File: src/rtl/condiciona_chaves.sv
// Switch conditioner: synchronizes and debounces six player switches, emits one
// event per press into a small show-ahead FIFO with drop counting and flush.
module sync_bit (
  input  logic clock,
  input  logic reset,
  input  logic d,
  output logic q
);
  logic meta;

  always_ff @(posedge clock or negedge reset) begin
    if (!reset) begin
      meta <= 1'b0;
      q    <= 1'b0;
    end else begin
      meta <= d;
      q    <= meta;
    end
  end
endmodule

module condiciona_chaves #(
  parameter int DEBOUNCE_CICLOS = 16,
  parameter int PROFUNDIDADE    = 4
) (
  input  logic       clock,
  input  logic       reset,
  input  logic [5:0] chaves,
  input  logic       habilita,
  input  logic       consome,
  output logic       jogada_valida,
  output logic [5:0] jogada,
  output logic       fila_cheia,
  output logic [3:0] descartados,
  output logic [3:0] db_estado
);
  localparam int AW = $clog2(PROFUNDIDADE);
  localparam int CW = $clog2(PROFUNDIDADE) + 1;
  localparam int DW = $clog2(DEBOUNCE_CICLOS) + 1;
  localparam logic [DW-1:0] LIM = DW'(DEBOUNCE_CICLOS - 1);

  localparam logic [2:0] OCIOSO         = 3'd0;
  localparam logic [2:0] FILTRA_PRESSAO = 3'd1;
  localparam logic [2:0] REGISTRA       = 3'd2;
  localparam logic [2:0] SEGURA         = 3'd3;
  localparam logic [2:0] FILTRA_SOLTURA = 3'd4;

  logic [5:0]    s;
  logic [5:0]    cand;
  logic [DW-1:0] cnt;
  logic [2:0]    st, nxt;

  for (genvar i = 0; i < 6; i++) begin : g_sync
    sync_bit u_sync (.clock(clock), .reset(reset), .d(chaves[i]), .q(s[i]));
  end

  // Candidate always follows s; cnt is the number of consecutive cycles it has matched.
  always_ff @(posedge clock or negedge reset) begin
    if (!reset) begin
      cand <= '0;
      cnt  <= '0;
    end else if (s != cand) begin
      cand <= s;
      cnt  <= '0;
    end else if (cnt != LIM) begin
      cnt <= cnt + DW'(1);
    end
  end

  always_comb begin
    nxt = st;
    case (st)
      OCIOSO:         if (s != 6'd0) nxt = FILTRA_PRESSAO;
      FILTRA_PRESSAO: if (s == 6'd0) nxt = OCIOSO;
                      else if (s == cand && cnt == LIM) nxt = REGISTRA;
      REGISTRA:       nxt = SEGURA;
      SEGURA:         if (s == 6'd0) nxt = FILTRA_SOLTURA;
      FILTRA_SOLTURA: if (s != 6'd0) nxt = SEGURA;
                      else if (s == cand && cnt == LIM) nxt = OCIOSO;
      default:        nxt = OCIOSO;
    endcase
  end

  always_ff @(posedge clock or negedge reset) begin
    if (!reset) st <= OCIOSO;
    else        st <= nxt;
  end

  assign db_estado = {1'b0, st};

  logic [5:0]    mem [PROFUNDIDADE];
  logic [AW-1:0] wr_ptr, rd_ptr;
  logic [CW-1:0] ocup;
  logic          hab_q, flush, push, pop, wr_en, drop;

  assign flush  = hab_q && !habilita;
  assign push   = (st == REGISTRA) && habilita;
  assign pop    = consome && (ocup != '0);
  // A full FIFO still accepts a push when the head leaves on the same edge.
  assign wr_en  = push && (!fila_cheia || pop);
  assign drop   = push && fila_cheia && !pop;

  always_ff @(posedge clock) begin
    if (wr_en && !flush) mem[wr_ptr] <= cand;
  end

  always_ff @(posedge clock or negedge reset) begin
    if (!reset) begin
      wr_ptr      <= '0;
      rd_ptr      <= '0;
      ocup        <= '0;
      hab_q       <= 1'b0;
      descartados <= '0;
    end else begin
      hab_q <= habilita;
      if (flush) begin
        rd_ptr <= wr_ptr;
        ocup   <= '0;
      end else begin
        if (wr_en) wr_ptr <= wr_ptr + AW'(1);
        if (pop)   rd_ptr <= rd_ptr + AW'(1);
        if (wr_en && !pop)      ocup <= ocup + CW'(1);
        else if (pop && !wr_en) ocup <= ocup - CW'(1);
        if (drop && descartados != 4'hF) descartados <= descartados + 4'd1;
      end
    end
  end

  assign jogada_valida = (ocup != '0);
  assign fila_cheia    = (ocup == CW'(PROFUNDIDADE));
  assign jogada        = jogada_valida ? mem[rd_ptr] : 6'd0;
endmodule

File: config.mk
export PLATFORM = sky130hd
export DESIGN_NAME = condiciona_chaves
export DESIGN_NICKNAME = d
export VERILOG_FILES = /design/src/rtl/condiciona_chaves.sv
export SDC_FILE = /design/constraint.sdc
export NUM_CORES = 1
export LEC_CHECK = 0
export ABC_AREA = 1
export CAP_MARGIN = 20
export CORE_UTILIZATION = 50
export DETAILED_ROUTE_END_ITERATION = 6
export PLACE_DENSITY_LB_ADDON = 0.2
export REMOVE_ABC_BUFFERS = 1
export SETUP_SLACK_MARGIN = 0.02
export SYNTH_ARGS = -nofsm -noshare
export SYNTH_HDL_FRONTEND = slang
export SYNTH_SLANG_ARGS = --single-unit
File: constraint.sdc
create_clock -name clock -period 4.5 [get_ports clock]
set_clock_uncertainty 0.2 [all_clocks]
set_input_delay 0.675 -clock clock [delete_from_list [all_inputs] [get_ports clock]]
set_output_delay 0.675 -clock clock [all_outputs]
set_load 0.02 [all_outputs]
==> flow_summary.toml, run 1 <==
[run_status]
status = "finished clean"

[critical_path]
worst-path-buf-inv = 2
crit_path_end_kind = "output port"
crit_cells = 4
critPathSlowestCell = "dfrtp_1"
reg2reg_setup_slack_ps = 2220
crit_fanout = 15
reg2reg_depth = 9
cp-start-kind = "flip-flop"
cp.required_ps = 3620
max_stage_delay_ps = 650
critPathLaunch = "rd_ptr[0]"
crit_family = "buffers and inverters"
timing.rr.start = "ocup[0]"
worstSetupPathType = "reg2out"
r2r-end = "ocup[2]"
arrival_ps = 2210
worstPathCellList = "inv_1, o21ai_0, a21oi_1, clkdlybuf4s50_1"
endpoint = "jogada[1]"

[cells_and_area]
fin_cells = 365
most-common-layout-cells = "42 x nor2_1, 38 x dfrtp_1, 34 x nand2_1"
drive_gt1_share_pct = 9.492
finish.instance_area_um2 = 3189
area_growth_pct = 16.98
nets = 308
num_antenna_cells = 0
post-route-util_pct = 61.66
layout_commonest_cell = "nor2_1"

[grt]
grt.total_usage_pct = 17.87
grt_pass1_wl_um = 7189
grt_pass1_vias = 1650
antenna_found_initial = 0
grt_max_degree = 39
grt-ovfl-total = 0

[timing]
final.setup.worst_slack_ps = 1419
fin_crit_sh_pct = 68.46
rsz0062_at_grt = "no"
hold_violations = 0
setup_violations = 0
maxSlewViolCount = 0
fmax_mhz = 324.6
setup_tns_ps = 0
tightestPinTransition_ps = 816.6
post-route-min-period_ps = 3081
relSlewSlack_pct = 45.56

[floorplanning]
dieArea_um2 = 5752
core_area_um2 = 5172
fp.dieH_um = 75.84
rows = 26
die_w_um = 75.84
initial_utilization_pct = 52.71
num_io_pins = 26

[route]
viasPerCell = 4.819
vias = 1759
wl_per_cell_um = 12.08
drc = 0
dr.pass1.iters = 4
finalWirelength_um = 4411
antenna_left = 0
drt-initial-drc-count = 47

[clock_network]
clkLatencyLatePin_ps = 330
clk_pin_slew_ps = 70
cts_setup_buffers = 0
cts_tree = "done"
cts_buffers = 9
cts_resized = 0
cts_sinks = 62
cts_max_path_buffers = 2
clock_tree.root_cell = "clkbuf_8"
cts.hold.buffers_added = 0
htree_levels = 3

[pwr]
irDropWorstVdd_v = 0.0003294
swShare_pct = 35.27
power.density_nw_per_um2 = 565.2
intPower_mw = 1.167
p_leak_nw = 1.406
pwr-share-seq_pct = 41.5
power_frac_comb_pct = 33.0
p_clk_share_pct = 25.5
switchingPower_mw = 0.6358

[logic_synthesis]
syn_area_per_cell_um2 = 10.29
netlist_area_um2 = 2726
synth-seq-cells = 62
syn_inst = 265
yosysUniqueCellTypes = 32
yosys_warnings = 0
ys_seq_area_share_pct = 61.31

[placement]
pre_cts_ws_ps = 1727
placed_cell_area_um2 = 3007
dp_cells = 349
numPortBuffers = 24
gp_congestion = 0.7625
dp_hpwl_um = 3014

[worst_hold_path]
hold_path_class = "reg2reg"

[job]
drv_cap = 0
-- registers in the layout (all words and copies together) (netlist names), 3 cells and up --
signal and flops:
g_sync.u_sync.meta 6, cnt 5, ocup 3, st 3
g_sync.u_sync.q 6, cand 6, mem 24, descartados 4
-- cell usage after synthesis (all sizes together) --
library cell	n	area (um2)
o22ai	2	12.51
xnor2	3	26.28
nand2	38	162.7
ha	7	87.58
edfxtp	24	720.7
and3	1	6.260
dfrtp	38	950.9
nor2	45	186.4
xor2	8	70.07
o21ai	17	85.08
a22oi	1	7.510
fa	1	20.02
inv	33	123.9
clkbuf	8	30.03
conb	1	3.750
o21bai	1	7.510
a21oi	10	50.05
nand3	15	80.08
nor3	5	36.29
mux2	1	15.01
o211ai	1	12.51
nand4	3	18.77
buf	2	12.51
-- worst min path at each step --
| stage | from | to | depth (start not counted) |
|---|---|---|---|
| after global routing | g_sync[5].u_sync.meta | g_sync[5].u_sync.q | 0 |
| after detailed placement | g_sync[2].u_sync.meta | g_sync[2].u_sync.q | 0 |
| final | g_sync[2].u_sync.meta | g_sync[2].u_sync.q | 0 |
| after floorplan | g_sync[0].u_sync.meta | g_sync[0].u_sync.q | 0 |
| after CTS | g_sync[2].u_sync.meta | g_sync[2].u_sync.q | 0 |
| after global placement | g_sync[2].u_sync.meta | g_sync[2].u_sync.q | 0 |
-- logic make-up (layout without fill, tap and decap cells) --
family / count (synthesis) / after routing / synth area share (%)
other: 1 / 1 / 0.1375
adders and majority gates: 8 / 8 / 3.947
DFF: 62 / 62 / 61.31
buffers and inverters: 43 / 73 / 6.104
xor gates and xnor gates: 11 / 11 / 3.534
muxes: 1 / 1 / 0.5505
and+or+nand+nor: 107 / 107 / 17.99
AOI/OAI and AO/OA: 32 / 32 / 6.425
-- metal layers --
| metal | vias up | global-route usage, % | routed length (um) |
|---|---|---|---|
| met4 | 0 | 10.49 | 92 |
| li1 | 902 | - | - |
| met5 | - | 0 | 0 |
| met2 | 24 | 29.89 | 2130 |
| met1 | 823 | 21.50 | 2031 |
| met3 | 10 | 3.571 | 156 |
-- per-stage QoR --
stage	power, mW	hold slack (ps)
floorplan	1.135	131.2
global placement	1.350	132.7
detailed placement	1.358	136.4
CTS	1.821	151.0
global route	1.931	159.1
finish	1.803	148.7
-- power by group through the flow --
stage	Sequential, mW	Combinational [mW]	Clock (mW)
3_5_place_dp	0.761	0.597	0
5_1_grt	0.760	0.677	0.493
4_1_cts	0.750	0.602	0.469
3_3_place_gp	0.758	0.591	0
2_1_floorplan	0.753	0.382	0
6_report	0.748	0.595	0.460
-- layout make-up --
cell class              count  area, um2
repair buffers             24      235.2
clock buffers              12      135.1
multi-input cells         160      888.4
clock inverters             4      47.55
inverters                  33      123.9
fillers                   446       1983
flip-flops and latches     62       1672
well taps                  70      87.58
(Power assumes the default switching activity.)
==> run 2: changes to the inputs <==
Clock period 4.5 ns to 2.74 ns, I/O delays scaled along.
==> run 2 against run 1 <==
Net effect: non-clock buffer count up 3; register-to-register slack worse by 1800 ps; via count about the same.
==> flow_summary.toml, run 2 (synthesis results as in run 1) <==
[cells_and_area]
most-common-layout-cells = "42 x nor2_1, 36 x dfrtp_1, 34 x nand2_1"
drive_gt1_share_pct = 11.74
nets = 311
fin_cells = 368
regMostFlops = "mem"
largest_reg_flops = 24
finish.instance_area_um2 = 3282
num_antenna_cells = 0
area_growth_pct = 20.38
post-route-util_pct = 63.45
layout_commonest_cell = "nor2_1"

[placement]
dp_hpwl_um = 3025
gp_congestion = 0.7543
pre_cts_ws_ps = 227.1
numPortBuffers = 24
dp_cells = 351
placed_cell_area_um2 = 3022

[floorplanning]
rows = 26
die_w_um = 75.84
core_area_um2 = 5172
fp.dieH_um = 75.84
dieArea_um2 = 5752
initial_utilization_pct = 52.71
num_io_pins = 26

[grt]
grt_pass1_vias = 1573
grt-ovfl-total = 0
grt_max_degree = 39
antenna_found_initial = 0
grt_pass1_wl_um = 7127
grt.total_usage_pct = 17.98

[clock_network]
cts_tree = "done"
clkLatencyLatePin_ps = 340
cts_setup_buffers = 0
cts_sinks = 62
clock_tree.root_cell = "clkbuf_8"
htree_levels = 3
clk_pin_slew_ps = 70
cts_buffers = 9
cts_max_path_buffers = 2

[critical_path]
crit_path_end_kind = "output port"
critPathSlowestCell = "clkdlybuf4s50_1"
critPathLaunch = "rd_ptr[0]"
worst-path-buf-inv = 2
max_stage_delay_ps = 620
crit_fanout = 15
crit_family = "buffers and inverters"
crit_cells = 4
cp.required_ps = 2130
r2r-end = "ocup[2]"
worstSetupPathType = "reg2out"
reg2reg_setup_slack_ps = 440
arrival_ps = 1960
endpoint = "jogada[4]"
reg2reg_depth = 9
timing.rr.start = "ocup[0]"
worstPathCellList = "inv_2, o21ai_0, a21oi_1, clkdlybuf4s50_1"
cp-start-kind = "flip-flop"

[route]
drt-initial-drc-count = 38
antenna_left = 0
dr.pass1.iters = 4
vias = 1760
wl_per_cell_um = 11.93
drc = 0
finalWirelength_um = 4390
viasPerCell = 4.783

[timing]
fin_crit_sh_pct = 93.85
hold_violations = 0
rsz0062_at_grt = "no"
fin_hold_ws_ps = 146.8
setup_violations = 0
relSlewSlack_pct = 45.56
tightestPinTransition_ps = 816.6
setup_tns_ps = 0
post-route-min-period_ps = 2572
fmax_mhz = 388.9
maxSlewViolCount = 0
final.setup.worst_slack_ps = 168.4

[run_status]
status = "finished clean"

[pwr]
irDropWorstVdd_v = 0.0003620
power.density_nw_per_um2 = 971.5
power_mw = 3.189
p_leak_nw = 1.448

[worst_hold_path]
hold_path_class = "reg2reg"

[job]
drv_cap = 0
-- run 2: worst min path at each step --
stage                     cells past startpoint                  start                  to  slack, ps
after detailed placement                      0  g_sync[3].u_sync.meta  g_sync[3].u_sync.q        130
final                                         0  g_sync[1].u_sync.meta  g_sync[1].u_sync.q        150
after global placement                        0  g_sync[2].u_sync.meta  g_sync[2].u_sync.q        130
after CTS                                     0  g_sync[1].u_sync.meta  g_sync[1].u_sync.q        150
after global routing                          0  g_sync[3].u_sync.meta  g_sync[3].u_sync.q        160
after floorplan                               0                  reset             cand[0]        -80
-- run 2: routing by layer --
metal | share of wire [%] | GRT usage [%] | wire length (um) | up-vias
met3 | 4.1 | 3.968 | 179 | 4
met1 | 46 | 22.63 | 2019 | 816
li1 | - | - | - | 906
met5 | 0 | 0 | 0 | -
met2 | 49 | 27.83 | 2133 | 34
met4 | 1.3 | 12.35 | 58 | 0
-- run 2: repair_timing --
action	in CTS	in global routing
gates cloned	0	0
gates resized for setup	1	2
endpoints found under the setup margin	6	6
endpoints found under the hold margin	37	0
pin swaps	0	0
hold buffers	1	0
-- run 2: power by group --
group / switching (mW) / internal [mW]
registers: 0.155 / 1.08
clock network: 0.353 / 0.631
logic: 0.545 / 0.429
total: 1.05 / 2.14
-- run 2: final cells by class --
| cell class | instances | area, um2 |
|---|---|---|
| multi-input combinational | 160 | 888.4 |
| clock buffer | 11 | 141.4 |
| tap | 70 | 87.58 |
| timing repair buffer | 27 | 260.3 |
| inverter | 33 | 123.9 |
| clock inverter | 5 | 106.4 |
| fill | 416 | 1891 |
| sequential | 62 | 1674 |
-- run 2: worst reg2reg max path, cell delays in order (launching register included) --
cell and delay [ps]:
dfrtp_1 440, nor3_4 410, inv_2 110, nand2_4 110, nand2_4 70, fa_1 370
xor2_1 160, xor2_1 170, nand3_1 70, o21ai_1 60
==> run 3: changes to the inputs <==
Settings changed: CTS_CLUSTER_DIAMETER from default to 80, SYNTH_HIERARCHICAL from default to 1.
Clock period 2.74 ns to 2.6 ns, I/O delays scaled along.
==> run 3 against run 2 <==
Net effect: count of clock-buffer cells in the layout rose by 1; worst setup slack improved by 150 ps; global-route usage rose by 0.53 points; largest power group unchanged; critical endpoint unchanged; critical path depth rose by 2; non-clock buffer count rose by 6; sequential share of layout area fell by 1.4 points; synthesized area rose by 1.3%; synthesized cell count rose by 0.38%; first-iteration DRC count rose to 3.3 times the previous value; largest cell class unchanged; die area rose by 1.3%; wire length rose by 6.1%.
==> flow_summary.toml, run 3 <==
[logic_synthesis]
synth_area_leaders = "dfrtp_1 34%, edfxtp_1 26%, nor2_1 5.6%"
synth_top_cells_by_count = "41 x nor2_1, 38 x dfrtp_1, 36 x nand2_1"
yosysUniqueCellTypes = 35
netlist_area_um2 = 2761
syn_area_per_cell_um2 = 10.38
synth.most_common_cell = "nor2_1"
syn_inst = 266
yosys_warnings = 6
synth_top_area_share_pct = 34.44
yosysTopAreaCell = "dfrtp_1"
async_reset_ff_share_pct = 61.29
ys_seq_area_share_pct = 60.53
synth-edff-count = 24
synthFlopType = "dfrtp_1"
synth-seq-cells = 62

[worst_hold_path]
hold_end = "g_sync[5].u_sync/q"
hold_depth = 0
hold_path_class = "reg2reg"
hp-start = "g_sync[5].u_sync/meta"

[floorplanning]
dieArea_um2 = 5824
fp.dieH_um = 76.32
die_w_um = 76.32
core_area_um2 = 5205
num_io_pins = 26
rows = 26
initial_utilization_pct = 53.05

[route]
antenna_left = 0
wl_per_cell_um = 12.42
viasPerCell = 4.893
drt-initial-drc-count = 127
drc = 0
vias = 1835
dr.pass1.iters = 4
finalWirelength_um = 4658

[placement]
pre_cts_ws_ps = 178.9
gp_congestion = 0.8455
numPortBuffers = 24
dp_hpwl_um = 3213
placed_cell_area_um2 = 3102

[critical_path]
crit_path_end_kind = "output port"
cp-start-kind = "flip-flop"
cp.required_ps = 2010
reg2reg_setup_slack_ps = 350
timing.rr.start = "st[2]"
r2r-end = "ocup[2]"
arrival_ps = 1690
reg2reg_depth = 11
worstSetupPathType = "reg2out"
crit_fanout = 12

[cells_and_area]
nets = 318
layout_commonest_cell = "nor2_1"
post-route-util_pct = 64.69
finish.instance_area_um2 = 3367
regMostFlops = "mem"
area_growth_pct = 21.93
num_antenna_cells = 0
most-common-layout-cells = "41 x nor2_1, 38 x dfrtp_1, 36 x nand2_1"
drive_gt1_share_pct = 14.10
largest_reg_flops = 24

[grt]
antenna_found_initial = 0
grt_max_degree = 39
grt_pass1_vias = 1848
grt-ovfl-total = 0
grt.total_usage_pct = 18.51
grt_pass1_wl_um = 8204

[timing]
final.setup.worst_slack_ps = 321.3
tightestPinTransition_ps = 821.7
setup_violations = 0
fin_crit_sh_pct = 87.64
fmax_mhz = 438.9
rsz0062_at_grt = "no"
setup_tns_ps = 0
fin_hold_ws_ps = 147.3
maxSlewViolCount = 0
hold_violations = 0
relSlewSlack_pct = 45.22
post-route-min-period_ps = 2279

[pwr]
pwr-share-seq_pct = 36.8
switchingPower_mw = 1.136
power.density_nw_per_um2 = 1013
power_frac_comb_pct = 33.4
irDropWorstVdd_v = 0.0005124
p_leak_nw = 1.549
swShare_pct = 33.33
intPower_mw = 2.273
p_clk_share_pct = 29.8

[clock_network]
cts_buffers = 9
clock_tree.root_cell = "clkbuf_8"
clkLatencyLatePin_ps = 330
clk_pin_slew_ps = 60
cts_sinks = 62
cts_tree = "done"
cts_setup_buffers = 0
cts_max_path_buffers = 2
htree_levels = 3

[run_status]
status = "finished clean"

[job]
drv_cap = 0
==> run 3: cell types whose count changed in the layout (fill, tap and decap cells not counted), sizes merged, moves of 2 or more <==
cell,previous run,this run
clkdlybuf4s50,23,17
dlymetal6s2s,0,5
nand2,38,40
o22ai,2,0
buf,3,9
==> run 3: worst max-delay path by stage <==
stage           endpoint       from  slack, ps
5_1_grt          ocup[2]      st[2]        150
6_report       jogada[4]  rd_ptr[0]        320
2_1_floorplan    ocup[2]      st[2]        420
3_5_place_dp     ocup[2]   habilita        180
3_3_place_gp     ocup[2]    consome        210
4_1_cts        jogada[3]  rd_ptr[0]         20
==> run 3: cell type report <==
type / count / area [um2]
Sequential cell: 62 / 1672
Fill cell: 433 / 1838
Tap cell: 70 / 87.58
Clock inverter: 4 / 95.09
Timing Repair Buffer: 33 / 316.6
Inverter: 33 / 127.6
Multi-Input combinational cell: 161 / 923.4
Clock buffer: 12 / 145.1
==> run 3: power groups by stage <==
| stage | Sequential (mW) | Combinational, mW | Clock [mW] |
|---|---|---|---|
| after global placement | 1.27 | 1.14 | 0 |
| after floorplan | 1.30 | 0.677 | 0 |
| after detailed placement | 1.27 | 1.16 | 0 |
| after CTS | 1.26 | 1.16 | 1.03 |
| final | 1.26 | 1.14 | 1.01 |
| after global routing | 1.28 | 1.27 | 1.08 |
==> run 3: stage by stage <==
stage / total power [mW] / instances
3_3_place_gp: 2.403 / 358
2_1_floorplan: 1.978 / 256
6_report: 3.410 / 375
3_5_place_dp: 2.433 / 358
5_1_grt: 3.626 / 375
4_1_cts: 3.452 / 375
==> run 3: logic make-up (layout without fill, tap and decap cells) <==
kind of cell / Yosys count / count (layout) / synth area share (%)
xor+xnor: 12 / 12 / 3.806
fa+ha+maj: 8 / 8 / 3.897
simple gates: 108 / 108 / 18.49
other cells: 1 / 1 / 0.1358
flops: 62 / 62 / 60.53
compound gates: 31 / 31 / 6.570
mux: 1 / 1 / 0.5436
buf+inv: 43 / 82 / 6.026
==> run 3: layer usage <==
layer  track usage (%)  part of all wire (%)  wire length [um]  up-vias
met5                 0                     0                 0        -
met4             8.077                   1.3                61        0
met3             5.749                   2.7               126        7
met2             30.72                    51              2359       22
met1             22.22                    45              2110      880
li1                  -                     -                 -      926
==> run 3: critical path, cell delays in order (launching register included) <==
cell           delay, ps
dfrtp_1              410
buf_4                210
nor2_1                70
nor2_1                70
o21ai_0               80
a21oi_1              160
dlygate4sd2_1        350
==> run 3: what timing repair did <==
| item | in CTS | in global routing |
|---|---|---|
| hold endpoints to repair | 38 | 0 |
| setup endpoints to repair | 2 | 5 |
| hold buffers | 1 | 0 |
| gates resized for setup | 2 | 5 |
